==> config.mk <==
export PLATFORM = sky130hd
export DESIGN_NAME = heart_beat_monitor_flat
export DESIGN_NICKNAME = d
export VERILOG_FILES = /design/src/rtl/heart_beat_pkg.sv /design/src/rtl/heart_beat_monitor_if.sv /design/src/rtl/heart_beat_sync_edge.sv /design/src/rtl/heart_beat_monitor.sv /design/src/flat_wrapper.sv
export SDC_FILE = /design/constraint.sdc
export NUM_CORES = 1
export LEC_CHECK = 0
export BUFFER_PORTS_ARGS = -buffer_cell sky130_fd_sc_hd__buf_2
export CORE_MARGIN = 8
export CORE_UTILIZATION = 59
export CTS_CLUSTER_DIAMETER = 150
export DETAILED_ROUTE_END_ITERATION = 8
export GPL_TIMING_DRIVEN = 0
export PLACE_DENSITY = 0.78
export SLEW_MARGIN = 20
export SYNTH_ARGS = -nofsm -noshare
export SYNTH_HDL_FRONTEND = slang
export SYNTH_SLANG_ARGS = --single-unit
export TNS_END_PERCENT = 50
==> constraint.sdc <==
create_clock -name clk_i -period 1.9 [get_ports clk_i]
set_input_delay 0.38 -clock clk_i [delete_from_list [all_inputs] [get_ports clk_i]]
set_output_delay 0.38 -clock clk_i [all_outputs]
set_load 0.05 [all_outputs]
==> src/rtl/heart_beat_pkg.sv <==
// Shared definitions for the heart beat generator and its receive-side monitor.
// Latency: n/a (types and constant functions only).
// Backpressure: n/a.
package heart_beat_pkg;

    // Monitor state encoding; software reads this value via status registers.
    typedef enum logic [1:0] {
        IDLE    = 2'd0,
        ACQUIRE = 2'd1,
        LOCKED  = 2'd2,
        LOST    = 2'd3
    } hb_state_t;

    // Default half-period, in clock cycles: CLK_VALUE/SPEED_GRADE rounded up
    // to a power of two. The generator calls this too, so both ends agree.
    function automatic int unsigned default_half_period(
        input int unsigned clk_value,
        input int unsigned speed_grade
    );
        int unsigned quot;
        int unsigned pow;
        quot = clk_value / speed_grade;
        pow  = 1;
        for (int i = 0; i < 31; i++) begin
            if (pow < quot) begin
                pow = pow << 1;
            end
        end
        return pow;
    endfunction

    // Width of a counter that must hold values 0..tmo.
    function automatic int period_width(input int unsigned tmo);
        return $clog2(tmo + 1);
    endfunction

endpackage

==> src/rtl/heart_beat_monitor_if.sv <==
// Status bundle between the heart beat monitor (master) and its consumer (slave).
// Latency: n/a (wires only).
// Backpressure: none; all status signals are free-running levels/pulses.
// Signals: heart_beat_i (remote line), alive_o, lost_o, state_o, period_o,
// period_vld_o; with HEART_BEAT_MONITOR_STATS_EN also clr_i and err_cnt_o.
// CW defaults to 27, the period width of the monitor's default parameters.
interface heart_beat_monitor_if #(
    parameter int CW = 27
);
    logic          heart_beat_i;
    logic          alive_o;
    logic          lost_o;
    logic [1:0]    state_o;
    logic [CW-1:0] period_o;
    logic          period_vld_o;
`ifdef HEART_BEAT_MONITOR_STATS_EN
    logic          clr_i;
    logic [15:0]   err_cnt_o;
`endif

    modport master (
        input  heart_beat_i,
`ifdef HEART_BEAT_MONITOR_STATS_EN
        input  clr_i,
        output err_cnt_o,
`endif
        output alive_o,
        output lost_o,
        output state_o,
        output period_o,
        output period_vld_o
    );

    modport slave (
        output heart_beat_i,
`ifdef HEART_BEAT_MONITOR_STATS_EN
        output clr_i,
        input  err_cnt_o,
`endif
        input  alive_o,
        input  lost_o,
        input  state_o,
        input  period_o,
        input  period_vld_o
    );

endinterface

==> src/rtl/heart_beat_sync_edge.sv <==
// Brings the asynchronous heart beat line into clk_i and flags each toggle.
// Latency: edge_o rises 2-3 cycles after the input changes (sampling phase).
// Backpressure: none.
// Ports: clk_i, srst_n_i (sync, active-low), async_i (remote line), edge_o.
module heart_beat_sync_edge (
    input  logic clk_i,
    input  logic srst_n_i,
    input  logic async_i,
    output logic edge_o
);

    (* ASYNC_REG = "TRUE" *) logic sync1_q;
    (* ASYNC_REG = "TRUE" *) logic sync2_q;
    logic prev_q;

    always_ff @(posedge clk_i) begin
        if (!srst_n_i) begin
            sync1_q <= 1'b0;
            sync2_q <= 1'b0;
            prev_q  <= 1'b0;
        end else begin
            sync1_q <= async_i;
            sync2_q <= sync1_q;
            prev_q  <= sync2_q;
        end
    end

    assign edge_o = sync2_q ^ prev_q;

endmodule

==> src/rtl/heart_beat_monitor.sv <==
// Checks toggle spacing of a remote heart beat and reports acquire/locked/lost.
// Latency: edge 2-3 cycles after toggle; period on edge cycle; status 1 cycle after state.
// Backpressure: none; outputs are free-running levels and a 1-cycle period pulse.
// Ports: clk_i, srst_n_i (sync, active-low), bus (heart_beat_monitor_if.master).
// Optional: HEART_BEAT_MONITOR_STATS_EN adds bus.clr_i / bus.err_cnt_o error counter.
module heart_beat_monitor
    import heart_beat_pkg::*;
#(
    parameter int unsigned CLK_VALUE       = 100000000,
    parameter int unsigned SPEED_GRADE     = 2,
    parameter int unsigned EXP_HALF_PERIOD = default_half_period(CLK_VALUE, SPEED_GRADE),
    parameter int unsigned TOLERANCE       = EXP_HALF_PERIOD / 8,
    parameter int unsigned LOCK_EDGES      = 3
) (
    input  logic                  clk_i,
    input  logic                  srst_n_i,
    heart_beat_monitor_if.master  bus
);

    localparam int unsigned TMO = EXP_HALF_PERIOD + TOLERANCE + 1;
    localparam int          CW  = period_width(TMO);
    localparam int          GW  = $clog2(LOCK_EDGES + 1);

    localparam logic [CW-1:0] TMO_V  = CW'(TMO);
    localparam logic [CW-1:0] LO_V   = CW'(EXP_HALF_PERIOD - TOLERANCE);
    localparam logic [CW-1:0] HI_V   = CW'(EXP_HALF_PERIOD + TOLERANCE);
    localparam logic [GW-1:0] LOCK_V = GW'(LOCK_EDGES);

    logic          edge_det;
    logic [CW-1:0] ivl_q;
    hb_state_t     state_q;
    logic [GW-1:0] good_cnt_q;
    logic [GW-1:0] good_cnt_inc;
    logic [CW-1:0] period_q;
    logic          period_vld_q;
    logic [1:0]    state_out_q;
    logic          alive_q;
    logic          lost_q;
    logic          good_ivl;
    logic          timeout;
    logic          measure;

    heart_beat_sync_edge u_sync_edge (
        .clk_i    (clk_i),
        .srst_n_i (srst_n_i),
        .async_i  (bus.heart_beat_i),
        .edge_o   (edge_det)
    );

    // ivl_q still holds the pre-update count on the edge cycle, so it is the
    // measured interval. A simultaneous timeout makes it TMO, which falls
    // outside the window and is therefore classed as a late edge.
    always_comb begin
        good_ivl     = (ivl_q >= LO_V) && (ivl_q <= HI_V);
        timeout      = (ivl_q == TMO_V);
        measure      = edge_det && ((state_q == ACQUIRE) || (state_q == LOCKED));
        good_cnt_inc = good_cnt_q + 1'b1;
    end

    always_ff @(posedge clk_i) begin
        if (!srst_n_i) begin
            ivl_q        <= '0;
            state_q      <= IDLE;
            good_cnt_q   <= '0;
            period_q     <= '0;
            period_vld_q <= 1'b0;
            state_out_q  <= 2'd0;
            alive_q      <= 1'b0;
            lost_q       <= 1'b0;
        end else begin
            // Saturating counter: never exceeds TMO, so period_q is
            // implicitly saturated at TMO as well.
            if (edge_det) begin
                ivl_q <= CW'(1);
            end else if (!timeout) begin
                ivl_q <= ivl_q + 1'b1;
            end

            // First edge after IDLE/LOST has no valid start point.
            period_vld_q <= measure;
            if (measure) begin
                period_q <= ivl_q;
            end

            case (state_q)
                IDLE, LOST: begin
                    if (edge_det) begin
                        state_q    <= ACQUIRE;
                        good_cnt_q <= '0;
                    end
                end
                ACQUIRE: begin
                    if (edge_det) begin
                        if (good_ivl) begin
                            good_cnt_q <= good_cnt_inc;
                            if (good_cnt_inc == LOCK_V) begin
                                state_q <= LOCKED;
                            end
                        end else begin
                            good_cnt_q <= '0;
                        end
                    end else if (timeout) begin
                        state_q <= LOST;
                    end
                end
                LOCKED: begin
                    if (edge_det) begin
                        if (!good_ivl) begin
                            state_q    <= ACQUIRE;
                            good_cnt_q <= '0;
                        end
                    end else if (timeout) begin
                        state_q <= LOST;
                    end
                end
                default: state_q <= IDLE;
            endcase

            state_out_q <= state_q;
            alive_q     <= (state_q == LOCKED);
            lost_q      <= (state_q == LOST);
        end
    end

    assign bus.alive_o      = alive_q;
    assign bus.lost_o       = lost_q;
    assign bus.state_o      = state_out_q;
    assign bus.period_o     = period_q;
    assign bus.period_vld_o = period_vld_q;

`ifdef HEART_BEAT_MONITOR_STATS_EN
    logic        bad_edge;
    logic        lost_entry;
    logic [15:0] err_cnt_q;

    always_comb begin
        bad_edge   = measure && !good_ivl;
        lost_entry = !edge_det && timeout &&
                     ((state_q == ACQUIRE) || (state_q == LOCKED));
    end

    // Clear has priority over a same-cycle error.
    always_ff @(posedge clk_i) begin
        if (!srst_n_i || bus.clr_i) begin
            err_cnt_q <= '0;
        end else if ((bad_edge || lost_entry) && (err_cnt_q != 16'hFFFF)) begin
            err_cnt_q <= err_cnt_q + 16'd1;
        end
    end

    assign bus.err_cnt_o = err_cnt_q;
`endif

endmodule

==> src/flat_wrapper.sv <==
// flat-port wrapper written by rule: the top's interface ports become plain ports
module heart_beat_monitor_flat import heart_beat_pkg::*;
#(
    parameter int unsigned CLK_VALUE       = 100000000,
    parameter int unsigned SPEED_GRADE     = 2,
    parameter int unsigned EXP_HALF_PERIOD = default_half_period(CLK_VALUE, SPEED_GRADE),
    parameter int unsigned TOLERANCE       = EXP_HALF_PERIOD / 8,
    parameter int unsigned LOCK_EDGES      = 3
)
  (clk_i, srst_n_i, bus_heart_beat_i, bus_alive_o, bus_lost_o, bus_state_o, bus_period_o, bus_period_vld_o);
  heart_beat_monitor_if #(.CW((5))) bus_i ();
  input  logic clk_i;
  input  logic srst_n_i;
  input wire logic [$bits(bus_i.heart_beat_i)-1:0] bus_heart_beat_i;
  output wire logic [$bits(bus_i.alive_o)-1:0] bus_alive_o;
  output wire logic [$bits(bus_i.lost_o)-1:0] bus_lost_o;
  output wire logic [$bits(bus_i.state_o)-1:0] bus_state_o;
  output wire logic [$bits(bus_i.period_o)-1:0] bus_period_o;
  output wire logic [$bits(bus_i.period_vld_o)-1:0] bus_period_vld_o;
  assign bus_i.heart_beat_i = bus_heart_beat_i;
  assign bus_alive_o = bus_i.alive_o;
  assign bus_lost_o = bus_i.lost_o;
  assign bus_state_o = bus_i.state_o;
  assign bus_period_o = bus_i.period_o;
  assign bus_period_vld_o = bus_i.period_vld_o;
  heart_beat_monitor #(.CLK_VALUE(CLK_VALUE), .SPEED_GRADE(SPEED_GRADE), .EXP_HALF_PERIOD(EXP_HALF_PERIOD), .TOLERANCE(TOLERANCE), .LOCK_EDGES(LOCK_EDGES)) u_core (.clk_i(clk_i), .srst_n_i(srst_n_i), .bus(bus_i));
endmodule
Word-level counts from Yosys, hierarchy flattened. Cells that the tools add are included.

Reductions and logical operators: 8. Div/mod/pow operators: 0. Bitwise logic cells: 2. Multiplexer cells: 16. Equality and inequality tests: 13. Magnitude comparators: 2. Add/sub/neg operators: 2. $mul: 0. Shifts and indexed selects: 0.

Operator list (number): $add A27 B1 Y27 const B (1); $eq A27 B27 Y1 const B (1); $ge A27 B26 Y1 const B (1); $le A27 B27 Y1 const B (1); $mux W2 (12); $pmux W2 S3 (2); $ne A3 B3 Y1 const B (3); $ne A2 B1 Y1 const B (4); $reduce_and A4 Y1 (2); $eq A2 B2 Y1 const B (3); $reduce_or A2 Y1 (2); $add A2 B1 Y2 const B (1); $eq A2 B1 Y1 const B (1); $logic_and A1 B1 Y1 (2); $logic_not A2 Y1 (1); $mux W1 (2); $ne A2 B2 Y1 const B (1); $logic_or A1 B1 Y1 (1); $not A1 Y1 (1); $xor A1 B1 Y1 (1).

RAM bits: 0. Memories kept: 0. Word-level logic and storage cells: 55. Input port bits: 3. Output and inout bits: 10. Memory bits (read-only): 0. Register bits after elaboration: 44. Bits in latches: 0.

Logic depth before layout (Yosys ltp).
Depth in word-level cells: 6. Mapped depth: 7. Depth with buffers taken out: 7.

By module. A second synthesis with hierarchy kept.

Cells, all modules: 229. Area total of the unflattened synthesis: 2063.2 µm².

By module, submodules not included: heart_beat_monitor (cells each 222, times used 1, sequential area each 820.8 µm², area an instance 1974.4 µm²); heart_beat_sync_edge (cells each 7, times used 1, sequential area each 60.1 µm², area an instance 88.8 µm²).

Least setup slack after synthesis. Ideal clock, no wire load.

Kind: reg2reg. Start point: reg u_core.state_q[0]. End point: reg u_core.good_cnt_q[0]. Path buffers: 1. Period minus slack after synthesis: 1.586 ns. Path slack: 0.314 ns. Required time: 1.786 ns. Cell stages (with the launch flop): 7. Setup time: 0.114 ns. Arrival time: 1.472 ns. Cell sequence: dfxtp_1 inv_1 ha_1 clkbuf_1 o31ai_1 nor2_1 a21o_1.

Word-level cells in the longest chain between the ends: 4. Elaborated cells on any way between the ends: 11. Classes of those cells: eq/ne: 7; mux: 1; reduce/logical: 3.

RTL lines: start, declared (RTL line heart_beat_monitor.sv:31) `hb_state_t state_q;`; start signal, assigned (RTL line heart_beat_monitor.sv:63) `state_q <= IDLE;`; start signal, assigned (RTL line heart_beat_monitor.sv:88) `state_q <= ACQUIRE;`; start signal, assigned (RTL line heart_beat_monitor.sv:97) `state_q <= LOCKED;`; $eq A2 B2 Y1 / $logic_not A2 Y1 (equally long branches) (RTL line heart_beat_monitor.sv:85) `case (state_q)`; $reduce_or A2 Y1 (RTL line heart_beat_monitor.sv:85); $ne A2 B1 Y1 (no line); $reduce_and A4 Y1 (no line); end signal, assigned (RTL line heart_beat_monitor.sv:95) `good_cnt_q <= good_cnt_inc;`; end, declared (RTL line heart_beat_monitor.sv:32) `logic [GW-1:0] good_cnt_q;`.

Several ways; a longest one is shown, not always the timed one. A chain may end at the register's enable or synchronous reset.

Worst setup path after layout. Same ends and word-level chain as after synthesis.

==> results.md <==
- Syn Area/Cell: 9.078 sq um
- Top cells by area, synth: dfxtp_1, nor2_1, xnor2_1
- Simple-gate share of the synthesized area: 28.84%
- YS warnings: 0
- DR vias/cell: 5.510
- Share of cells above drive strength 1: 15.85%
- Final Instance Count excl. Fillers: 292
- Drt wl/cell: 13.18 um
- Critical path fanouts, max: 10
- Synth Area in XOR/XNOR: 8.925%
- Worst path required time: 2160 ps
- Worst r2r src: u_core.state_q[0]$_SDFFE_PN0P_
- Worst Clk Skew: 15.75 ps
- Clock-pin slew on the worst setup and hold paths: 120 ps
- Total track usage: 15.57%
- Core Box Area: 3337 sq um
- Post-synthesis mux area share: 0.9715%
- Netlist cell types: 43
- Crit share post-route: 94.36%
- CTS H-tree lvls: 2
- Reg-to-Reg End: u_core.good_cnt_q[0]$_SDFFE_PN0P_
- R2R depth: 6
- Worst Setup EP: u_core.good_cnt_q[0]$_SDFFE_PN0P_
- Final setup viols: 0
- Kind of critical path: reg -> reg
- Post-route minimum period: 1793 ps
- Pwr per Cell Area: 671.8 nW/um^2
- Hold Buf Count CTS: 0
- Row count: 21
- Chip width: 75.10 um
- CP Launch Type: flop
- Area delta synth->final: 9.290%
- CTS buffer count: 5
- Syn_nets: 237
- Number of port buffers: 11
- Min-Delay Path Class: in -> reg
- Worst-margin pin slew: 469.6 ps
- Total gr overflow: 0
- EDFF count, synth: 0
- Largest net degree at the start of global routing: 14
- Drt initial violations: 118
- Syn Inst Count: 227
- Most frequent cells after synthesis: dfxtp_1, nor2_1, nand2_1
- Area share of the largest cell type after synthesis: 42.74%
- Static Leak: 0.8624 nW
- I/O pins: 13
- Skew-Pair Late Insertion Delay: 360 ps
- Post-DP HPWL: 2704 um
- #FFs+latches synth: 44
- Most frequent cell after synthesis: dfxtp_1
- Max-slew headroom: 68.41%
- Area of the multi-input gates: 1126 sq um
- Post-route DRC violation count: 0
- Drt pass-1 iters: 4
- Vias in the first global route: 1549
- Clock sink total: 44
- Starting density of the core: 61.75%
- CP Capture Type: flop
- Register area share after synthesis: 42.74%
- Status: finished clean
- Worst EP arrival: 2050 ps
- Unrepaired setup endpoints after global routing: no
- Critical Path Start: u_core.state_q[0]$_SDFFE_PN0P_
- Setup_tns: 0 ps
- Max-slew violations: 0
- Placer Congestion: 0.7981
- Fin nets: 255
- Hold path depth: 2
- Largest vdd supply drop: 0.5006 mV
- Final Core Density: 67.49%
- CTS tree: built
- Ys flop type: dfxtp_1
- Synth area leader: dfxtp_1
- Max frequency: 557.8 MHz
- CTS Root Cell: clkbuf_4
- Register area: 883.3 sq um
- WL final: 3848 um
- Compound-cell area share of the yosys netlist: 10.99%
- Die Y: 75.10 um
- Vias post-DR: 1609
- Count of final hold-check violations: 0
- Bufs on Longest Clock Path: 2
- Fill cells: 279
- Die ar.: 5640 sq um
- R2R setup slack: 110 ps
- Post-Synth Adder-Cell Area: 4.250%
- Antenna violations before repair: 0
- Max-cap violations: 0
- First-pass GRT wire length: 6796 um
- # diodes: 0
- Combinational family with the most area after synthesis: simple AND/OR/NAND/NOR gates
- Ys async rst share: 0%
- Detail Route Antenna Nets: 0
- Mapped Area: 2061 sq um
- Placed Cells: 284
area by class of cell:
cell class                      instances  area share (%)
Multi-Input combinational cell        166           50.00
Inverter                               11           1.833
Clock buffer                            6           2.278
Sequential cell                        44           39.22
Buffer                                  6           1.222
Timing Repair Buffer                   11           2.444
Clock inverter                          2          0.4444
Tap cell                               46           2.556
how the worst min path moves through the flow:
stage                                          startpoint                                    end  slack (ps)
floorplan           u_core.u_sync_edge.sync1_q$_SDFF_PN0_  u_core.u_sync_edge.sync2_q$_SDFF_PN0_         410
global placement    u_core.u_sync_edge.sync1_q$_SDFF_PN0_  u_core.u_sync_edge.sync2_q$_SDFF_PN0_         410
detailed placement  u_core.u_sync_edge.sync1_q$_SDFF_PN0_  u_core.u_sync_edge.sync2_q$_SDFF_PN0_         420
CTS                                      bus_heart_beat_i  u_core.u_sync_edge.sync1_q$_SDFF_PN0_         220
global route                             bus_heart_beat_i  u_core.u_sync_edge.sync1_q$_SDFF_PN0_         230
finish                                   bus_heart_beat_i  u_core.u_sync_edge.sync1_q$_SDFF_PN0_         240
metal layers:
| metal | vias to the layer above | global-route usage, % | share of wire (%) |
|---|---|---|---|
| met2 | 32 | 24.66 | 47 |
| met5 | - | 0 | 0 |
| met1 | 746 | 19.25 | 47 |
| met3 | 9 | 3.995 | 4.1 |
| li1 | 822 | - | - |
| met4 | 0 | 6.957 | 1.9 |
kinds of logic after synthesis:
group | Yosys count
buf+inv | 17
simple gates | 101
xor+xnor | 21
compound gates | 35
flops | 44
fa+ha+maj | 7
mux | 2
power by group:
part / leakage, nW / switching [W] / internal (W) / total, W
clock: 0.0380 / 0.000292 / 0.000176 / 0.000468
combinational: 0.468 / 0.0000669 / 0.0000318 / 0.0000987
sequential: 0.356 / 0.0000114 / 0.000934 / 0.000946
placed cells by master (no fill, tap or decap), types with 7 or more instances in the layout:
cell,instances
o21ai_0,10
xor2_1,9
a21oi_1,8
nor2_1,29
nand2_1,18
and2_1,9
ha_1,7
nand3_1,8
inv_1,11
xnor2_1,12
buf_2,11
dfxtp_1,42
metrics by stage:
step | area (sq um) | total power, W | setup WS (ps) | hold slack (ps)
2_1_floorplan | 2061 | 0.001038 | 314.0 | 411.9
3_3_place_gp | 2173 | 0.001060 | 133.5 | 413.6
3_5_place_dp | 2173 | 0.001064 | 89.96 | 423.1
4_1_cts | 2235 | 0.001523 | 68.60 | 224.7
5_1_grt | 2252 | 0.001586 | 4.664 | 232.0
6_report | 2252 | 0.001513 | 107.1 | 239.6
sequential cells by signal (all words and copies together) (netlist names), 2 cells and up:
register,flops
u_core.ivl_q,27
u_core.good_cnt_q,2
u_core.state_q,2
u_core.period_q,5
u_core.bus.state_o,2
worst max-delay path: stages (launching register included):
cell,delay (ps)
dfxtp_1,410
inv_1,60
ha_1,300
clkbuf_1,220
o31ai_1,380
nor2_1,130
a21o_1,200
repair_timing:
action / 4_1_cts / 5_1_grt
setup buffers: 0 / 0
resized for setup: 0 / 6
setup endpoints to repair: 0 / 24
(Power assumes the default switching activity.)
